--- src/rtl/prod_acc_pkg.sv ---
// ============================================================================
// Module  : prod_acc_pkg
// Brief   : Shared constants, FSM state encodings and counter helper for the
//           product accumulator.
// Rev     : 1.0  initial release
// ============================================================================
`default_nettype none

package prod_acc_pkg;

    localparam int PROD_W    = 32;
    localparam int ACC_W_DEF = 40;

    localparam logic [0:0] ST_ACC  = 1'b0;
    localparam logic [0:0] ST_HOLD = 1'b1;

    // Increment that sticks at the all-ones value of a w-bit counter.
    function automatic logic [63:0] sat_inc(input logic [63:0] v, input int w);
        logic [63:0] max_v;
        max_v = {64{1'b1}} >> (64 - w);
        return (v == max_v) ? v : v + 64'd1;
    endfunction

endpackage

`default_nettype wire

--- src/rtl/acc_add_sat.sv ---
// ============================================================================
// Module  : acc_add_sat
// Brief   : Combinational accumulator + zero-extended product adder with
//           overflow flag. Clamps to all-ones when PROD_ACC_SAT_EN is defined.
// Rev     : 1.0  initial release
// ============================================================================
`default_nettype none

module acc_add_sat
    import prod_acc_pkg::*;
#(
    parameter int ACC_W = ACC_W_DEF
) (
    input  logic [ACC_W-1:0]  acc,
    input  logic [PROD_W-1:0] prod,
    output logic [ACC_W-1:0]  sum,
    output logic              ovf
);

    logic [ACC_W:0] full;

    assign full = {1'b0, acc} + {{(ACC_W + 1 - PROD_W){1'b0}}, prod};
    assign ovf  = full[ACC_W];

`ifdef PROD_ACC_SAT_EN
    // Once clamped, any further non-zero beat overflows again and re-clamps.
    assign sum = ovf ? {ACC_W{1'b1}} : full[ACC_W-1:0];
`else
    assign sum = full[ACC_W-1:0];
`endif

endmodule

`default_nettype wire

--- src/rtl/prod_accumulator.sv ---
// ============================================================================
// Module  : prod_accumulator
// Brief   : Sums 32-bit multiplier products of a packet into a wide register
//           and presents the registered total on a valid/ready result port.
//           Optional clamp on overflow: define PROD_ACC_SAT_EN.
// Rev     : 1.0  initial release
// ============================================================================
`default_nettype none

module prod_accumulator
    import prod_acc_pkg::*;
#(
    parameter int ACC_W = ACC_W_DEF,
    parameter int CNT_W = 8
) (
    input  logic             clk,
    input  logic             rst_n,
    input  logic [15:0]      prod_lo,
    input  logic [15:0]      prod_hi,
    input  logic             prod_of,
    input  logic             in_valid,
    input  logic             in_last,
    output logic             in_ready,
    input  logic             clear,
    output logic             out_valid,
    input  logic             out_ready,
    output logic [ACC_W-1:0] acc_out,
    output logic [CNT_W-1:0] out_count,
    output logic             out_sat,
    output logic             out_err
);

    logic [0:0]       state;
    logic [ACC_W-1:0] acc;
    logic [CNT_W-1:0] cnt;
    logic             sat_f;
    logic             err_f;

    logic [ACC_W-1:0] sum;
    logic             ovf;
    logic [CNT_W-1:0] cnt_inc;

    acc_add_sat #(
        .ACC_W (ACC_W)
    ) u_add (
        .acc  (acc),
        .prod ({prod_hi, prod_lo}),
        .sum  (sum),
        .ovf  (ovf)
    );

    assign cnt_inc  = CNT_W'(sat_inc(64'(cnt), CNT_W));
    assign in_ready = (state == ST_ACC) & ~clear;

    always_ff @(posedge clk) begin
        if (!rst_n) begin
            state     <= ST_ACC;
            acc       <= '0;
            cnt       <= '0;
            sat_f     <= 1'b0;
            err_f     <= 1'b0;
            out_valid <= 1'b0;
            acc_out   <= '0;
            out_count <= '0;
            out_sat   <= 1'b0;
            out_err   <= 1'b0;
        end else if (state == ST_ACC) begin
            if (clear) begin
                acc   <= '0;
                cnt   <= '0;
                sat_f <= 1'b0;
                err_f <= 1'b0;
            end else if (in_valid) begin
                if (in_last) begin
                    acc_out   <= sum;
                    out_count <= cnt_inc;
                    out_sat   <= sat_f | ovf;
                    out_err   <= err_f | prod_of;
                    out_valid <= 1'b1;
                    acc       <= '0;
                    cnt       <= '0;
                    sat_f     <= 1'b0;
                    err_f     <= 1'b0;
                    state     <= ST_HOLD;
                end else begin
                    acc   <= sum;
                    cnt   <= cnt_inc;
                    sat_f <= sat_f | ovf;
                    err_f <= err_f | prod_of;
                end
            end
        end else begin
            // Result stays frozen until the consumer takes it; clear is ignored here.
            if (out_ready) begin
                out_valid <= 1'b0;
                state     <= ST_ACC;
            end
        end
    end

endmodule

`default_nettype wire

--- config.mk ---
export PLATFORM = sky130hd
export DESIGN_NAME = prod_accumulator
export DESIGN_NICKNAME = d
export VERILOG_FILES = /design/src/rtl/prod_acc_pkg.sv /design/src/rtl/acc_add_sat.sv /design/src/rtl/prod_accumulator.sv
export SDC_FILE = /design/constraint.sdc
export NUM_CORES = 1
export LEC_CHECK = 0
export CAP_MARGIN = 25
export CORE_ASPECT_RATIO = 1.1
export CORE_UTILIZATION = 35
export CTS_CLUSTER_SIZE = 30
export DETAILED_ROUTE_END_ITERATION = 8
export HOLD_SLACK_MARGIN = 0.15
export PLACE_DENSITY = 0.58
export SLEW_MARGIN = 20
export SYNTH_ARGS = -nofsm -noshare
export SYNTH_HDL_FRONTEND = slang
export SYNTH_SLANG_ARGS = --single-unit
--- constraint.sdc ---
create_clock -name clk -period 3.13 [get_ports clk]
set_input_delay 0.939 -clock clk [delete_from_list [all_inputs] [get_ports clk]]
set_output_delay 0.939 -clock clk [all_outputs]
set_load 0.05 [all_outputs]
After elaboration in Yosys (flattened, before gate mapping)
Index checks and enable logic that the tools add are counted.

$add $sub $neg: 2. Eq/ne operators: 3. Muxes and demuxes: 23. Bitwise logic cells: 5. Reductions and logical operators: 6.

Operator list (count): $mux 40 (3); $add 40x32->41 (1); $mux 8 (4); $mux 1 (16); $add 8x1->8 const B (1); $eq 8x8->1 const B (1); $reduce_and 4->1 (2); $reduce_bool 2->1 (3); $ne 2x1->1 const B (1); $ne 2x2->1 const B (1); $not 1->1 (2); $or 1x1->1 (2); $reduce_and 2->1 (1); $and 1x1->1 (1).

Register bits after elaboration: 102. Input bits: 39. Output and inout port bits: 52. Word-level logic and storage cells: 49.

Logic depth before layout (Yosys ltp)
Depth after elaboration: 5. Gate-level depth with buffers: 11. Gate-level depth less buffers: 11.

Hierarchy
From an unflattened synthesis, not the netlist that was laid out.

Cell total of the unflattened synthesis: 772. Area, all modules: 6303.5 um^2.

Modules (own cells, without submodules): prod_accumulator (instances 1, cells an instance 430, area each 3927.5 um^2, seq. area each 2042.0 um^2); acc_add_sat (instances 1, cells an instance 342, area each 2376.0 um^2, seq. area each 0.0 um^2).

Least setup slack after synthesis
No wires, ideal clock.

Path type: input -> register. Start point: input port prod_lo[0]. End point: register acc_out[36]. Library setup time: 0.086 ns. Arrival: 3.213 ns. Required time: 3.044 ns. Slack: -0.169 ns. Cell stages on the path: 11. Buffers on the path: 0. Cells stage by stage: ha_1 > fa_1 > a21oi_1 > o22ai_1 > a211oi_1 > a21oi_2 > a41oi_4 > a21oi_4 > and2_2 > xnor2_1 > a211oi_1.

Cells in the longest elaborated chain, start to end: 1.

RTL lines: start: declaration (RTL line prod_accumulator.sv:18) `input logic [15:0] prod_lo,`; $add 40x32->41 (RTL line acc_add_sat.sv:22) `assign full = {1'b0, acc} + {{(ACC_W + 1 - PROD_W){1'b0}}, prod};`; end signal: assignment (RTL line prod_accumulator.sv:75) `acc_out <= sum;`; end: declaration (RTL line prod_accumulator.sv:27) `output logic [ACC_W-1:0] acc_out,`.

No other way between the ends. A chain may end at the register's enable or synchronous reset.

Worst setup path after layout
Same ends and word-level chain as after synthesis.

==> impl_metrics.json <==
{
  "vias_per_cell": 5.349,
  "ir_drop_uv": 250.1,
  "ys_seq_area_frac": 0.3577,
  "rsz0062_at_grt": "true",
  "maxCapViolCount": 0,
  "grt_pass1_vias": 5783,
  "drc_errors": 0,
  "vias": 5911,
  "hp-class": "flop to flop",
  "insertion_delay_ns": 0.36,
  "fin_crit_ns": 3.086,
  "drtPass1Iterations": 5,
  "io_pins": 91,
  "place.gp.congestion": 0.9390,
  "rows": 48,
  "syn2layout_area_growth_pct": 48.16,
  "critPathMaxFanout": 4,
  "setup_violations": 0,
  "worstPathArrival_ns": 3.36,
  "start_kind": "input port",
  "ys_ff_latch": 102,
  "gr-total-overflow": 0,
  "worstPathRequired_ns": 3.40,
  "grt_pass1_wl_um": 28530,
  "synthesis.area_um2": 5708,
  "finalSetupTns_ns": 0,
  "end_kind": "flop",
  "yosysTopAreaCell": "dfxtp_1",
  "diodes": 0,
  "routedWlPerCell_um": 16.36,
  "dieArea_um2": 16820,
  "max-clock-path-buffers": 2,
  "grt_max_degree": 39,
  "path_class": "input port to flop",
  "synthFlopType": "dfxtp_1",
  "antenna_found_initial": 0,
  "dp_hpwl_um": 12900,
  "cts_htree_levels": 3,
  "port-buffer-count": 90,
  "hold_slack_ns": 0.4555,
  "syn_inst": 717,
  "synth_most_common_cell": "dfxtp_1",
  "hold_violations": 0,
  "synth_nets": 790,
  "fin_nets": 973,
  "status": "complete, no violations",
  "drive_above_1_share": 0.2508,
  "path_clk_slew_ns": 0.07,
  "core_area_um2": 15800,
  "cts_tree": "yes",
  "cts_sinks": 102,
  "cts_buffers": 9,
  "start_util": 0.3614,
  "cts_hold_buffers": 0,
  "slew_headroom": 0.6293,
  "yosysWarningCount": 0,
  "cts_root_buffer": "clkbuf_16",
  "antenna_left": 0,
  "fin_crit_sh": 0.9859,
  "drtIter0Drc": 340,
  "yosysUniqueCellTypes": 67,
  "async_flop_share": 0,
  "slew_viol_final": 0,
  "p_leak_uw": 0.003449,
  "track_usage": 0.2180,
  "tightest_slew_ns": 0.5539,
  "p_per_area_nw_per_um2": 380.1,
  "yosysTopAreaCellShare": 0.3577,
  "die_x_um": 123.8,
  "die_h_um": 135.9,
  "routed_wl_um": 18080,
  "timing.fmax_mhz": 324.1,
  "synthTopCellsByArea": "dfxtp_1 36%, ha_1 7.2%, a21oi_1 6.6%",
  "syn_area_per_cell_um2": 7.961,
  "synth_edf_count": 0,
  "finalClockSkew_ns": 0.01336,
  "final_area_um2": 8457,
  "yosys-top-cells-count": "102 x dfxtp_1, 90 x nand2_1, 75 x a21oi_1",
  "place_area_um2": 7564
}
## power breakdown
group	switching, uW	total (uW)	internal [uW]
clock network	576	1160	585
registers	24.8	1360	1330
logic	392	694	302
total	992	3210	2220
## placed cells by master, fill, tap and decap left out, types with 4 or more instances in the layout
cell type | synthesis | final
buf_4 | 1 | 123
dfxtp_1 | 102 | 102
nand2_1 | 90 | 88
clkdlybuf4s50_1 | 0 | 69
a21oi_1 | 75 | 67
nor2_1 | 65 | 62
o21ai_0 | 51 | 45
xnor2_1 | 25 | 22
nand3_1 | 21 | 20
ha_4 | 0 | 19
a22oi_1 | 18 | 18
a21o_1 | 17 | 17
nand4_1 | 16 | 16
xor2_1 | 15 | 15
inv_1 | 13 | 13
nor3_1 | 16 | 12
ha_1 | 33 | 12
a211oi_1 | 14 | 11
dlygate4sd2_1 | 0 | 11
a21oi_2 | 1 | 9
clkbuf_16 | 0 | 9
o21ai_1 | 3 | 7
and3_1 | 7 | 6
a31oi_1 | 7 | 6
o21bai_1 | 6 | 6
nor2b_1 | 6 | 6
dlymetal6s2s_1 | 0 | 6
o211ai_1 | 5 | 5
or3_1 | 5 | 5
a22o_1 | 4 | 4
## state kept, by name, indices dropped and copies added (netlist names)
signal,flops
out_valid,1
acc_out,40
out_sat,1
sat_f,1
cnt,8
state,1
acc,40
out_count,8
err_f,1
out_err,1
## repair_timing
item | in CTS | in global routing
resized for setup | 60 | 35
buffers inserted | 10 | 5
endpoints found under the setup margin | 47 | 30
pin swaps | 38 | 36
## cell type report
type                            instances  area [um^2]
Tap cell                              200        250.2
Fill cell                            1457         7338
Inverter                               15        56.30
Sequential cell                       102         2042
Timing Repair Buffer                  216         1887
Clock inverter                          6        62.56
Multi-Input combinational cell        556         3920
Clock buffer                           10        239.0
## routing by layer
metal	track usage	routed length (um)
met1	0.2651	7934
met4	0.08969	374
met2	0.3815	8974
met3	0.02894	796
met5	0	0
## final timing paths
path                                          startpoint                  endpoint  slack, ns  cells after the start
worst min register to register  acc_out[14]$_SDFFE_PN0P_  acc_out[14]$_SDFFE_PN0P_       0.46                      2
worst max-delay path                          prod_lo[0]  acc_out[36]$_SDFFE_PN0P_       0.04                     12
worst min-delay path            acc_out[14]$_SDFFE_PN0P_  acc_out[14]$_SDFFE_PN0P_       0.46                      2
worst max register to register      acc[10]$_SDFFE_PN0P_  acc_out[39]$_SDFFE_PN0P_       0.50                     10
## logic make-up after synthesis
group,Yosys count,share of synthesized area
and+or+nand+nor,256,0.2146
AOI/OAI and AO/OA,225,0.2475
DFF,102,0.3577
buffers and inverters,59,0.04121
xor gates and xnor gates,40,0.06138
adders and majority gates,34,0.07584
muxes,1,0.001754
## worst max-delay path, cell delays in order
cell	delay, ns
dlygate4sd2_1	0.24
ha_2	0.19
fa_2	0.39
a21oi_2	0.18
o22ai_2	0.14
a211oi_2	0.33
a21oi_2	0.13
a41oi_4	0.22
a21oi_4	0.12
and2_4	0.18
xnor2_1	0.13
a211oi_1	0.19
## per-stage QoR
stage | power [uW] | cells | utilization | setup WS (ns)
2_1_floorplan | 1741 | 717 | - | 0.005186
3_3_place_gp | 2017 | 1074 | 0.4789 | -0.6015
3_5_place_dp | 2024 | 1074 | 0.4789 | -0.6104
4_1_cts | 3213 | 1100 | 0.5206 | 0.01339
5_1_grt | 3354 | 1105 | 0.5354 | -0.05593
6_report | 3215 | 1105 | 0.5354 | 0.04412
Note: power is estimated with default switching activity, not from simulation.
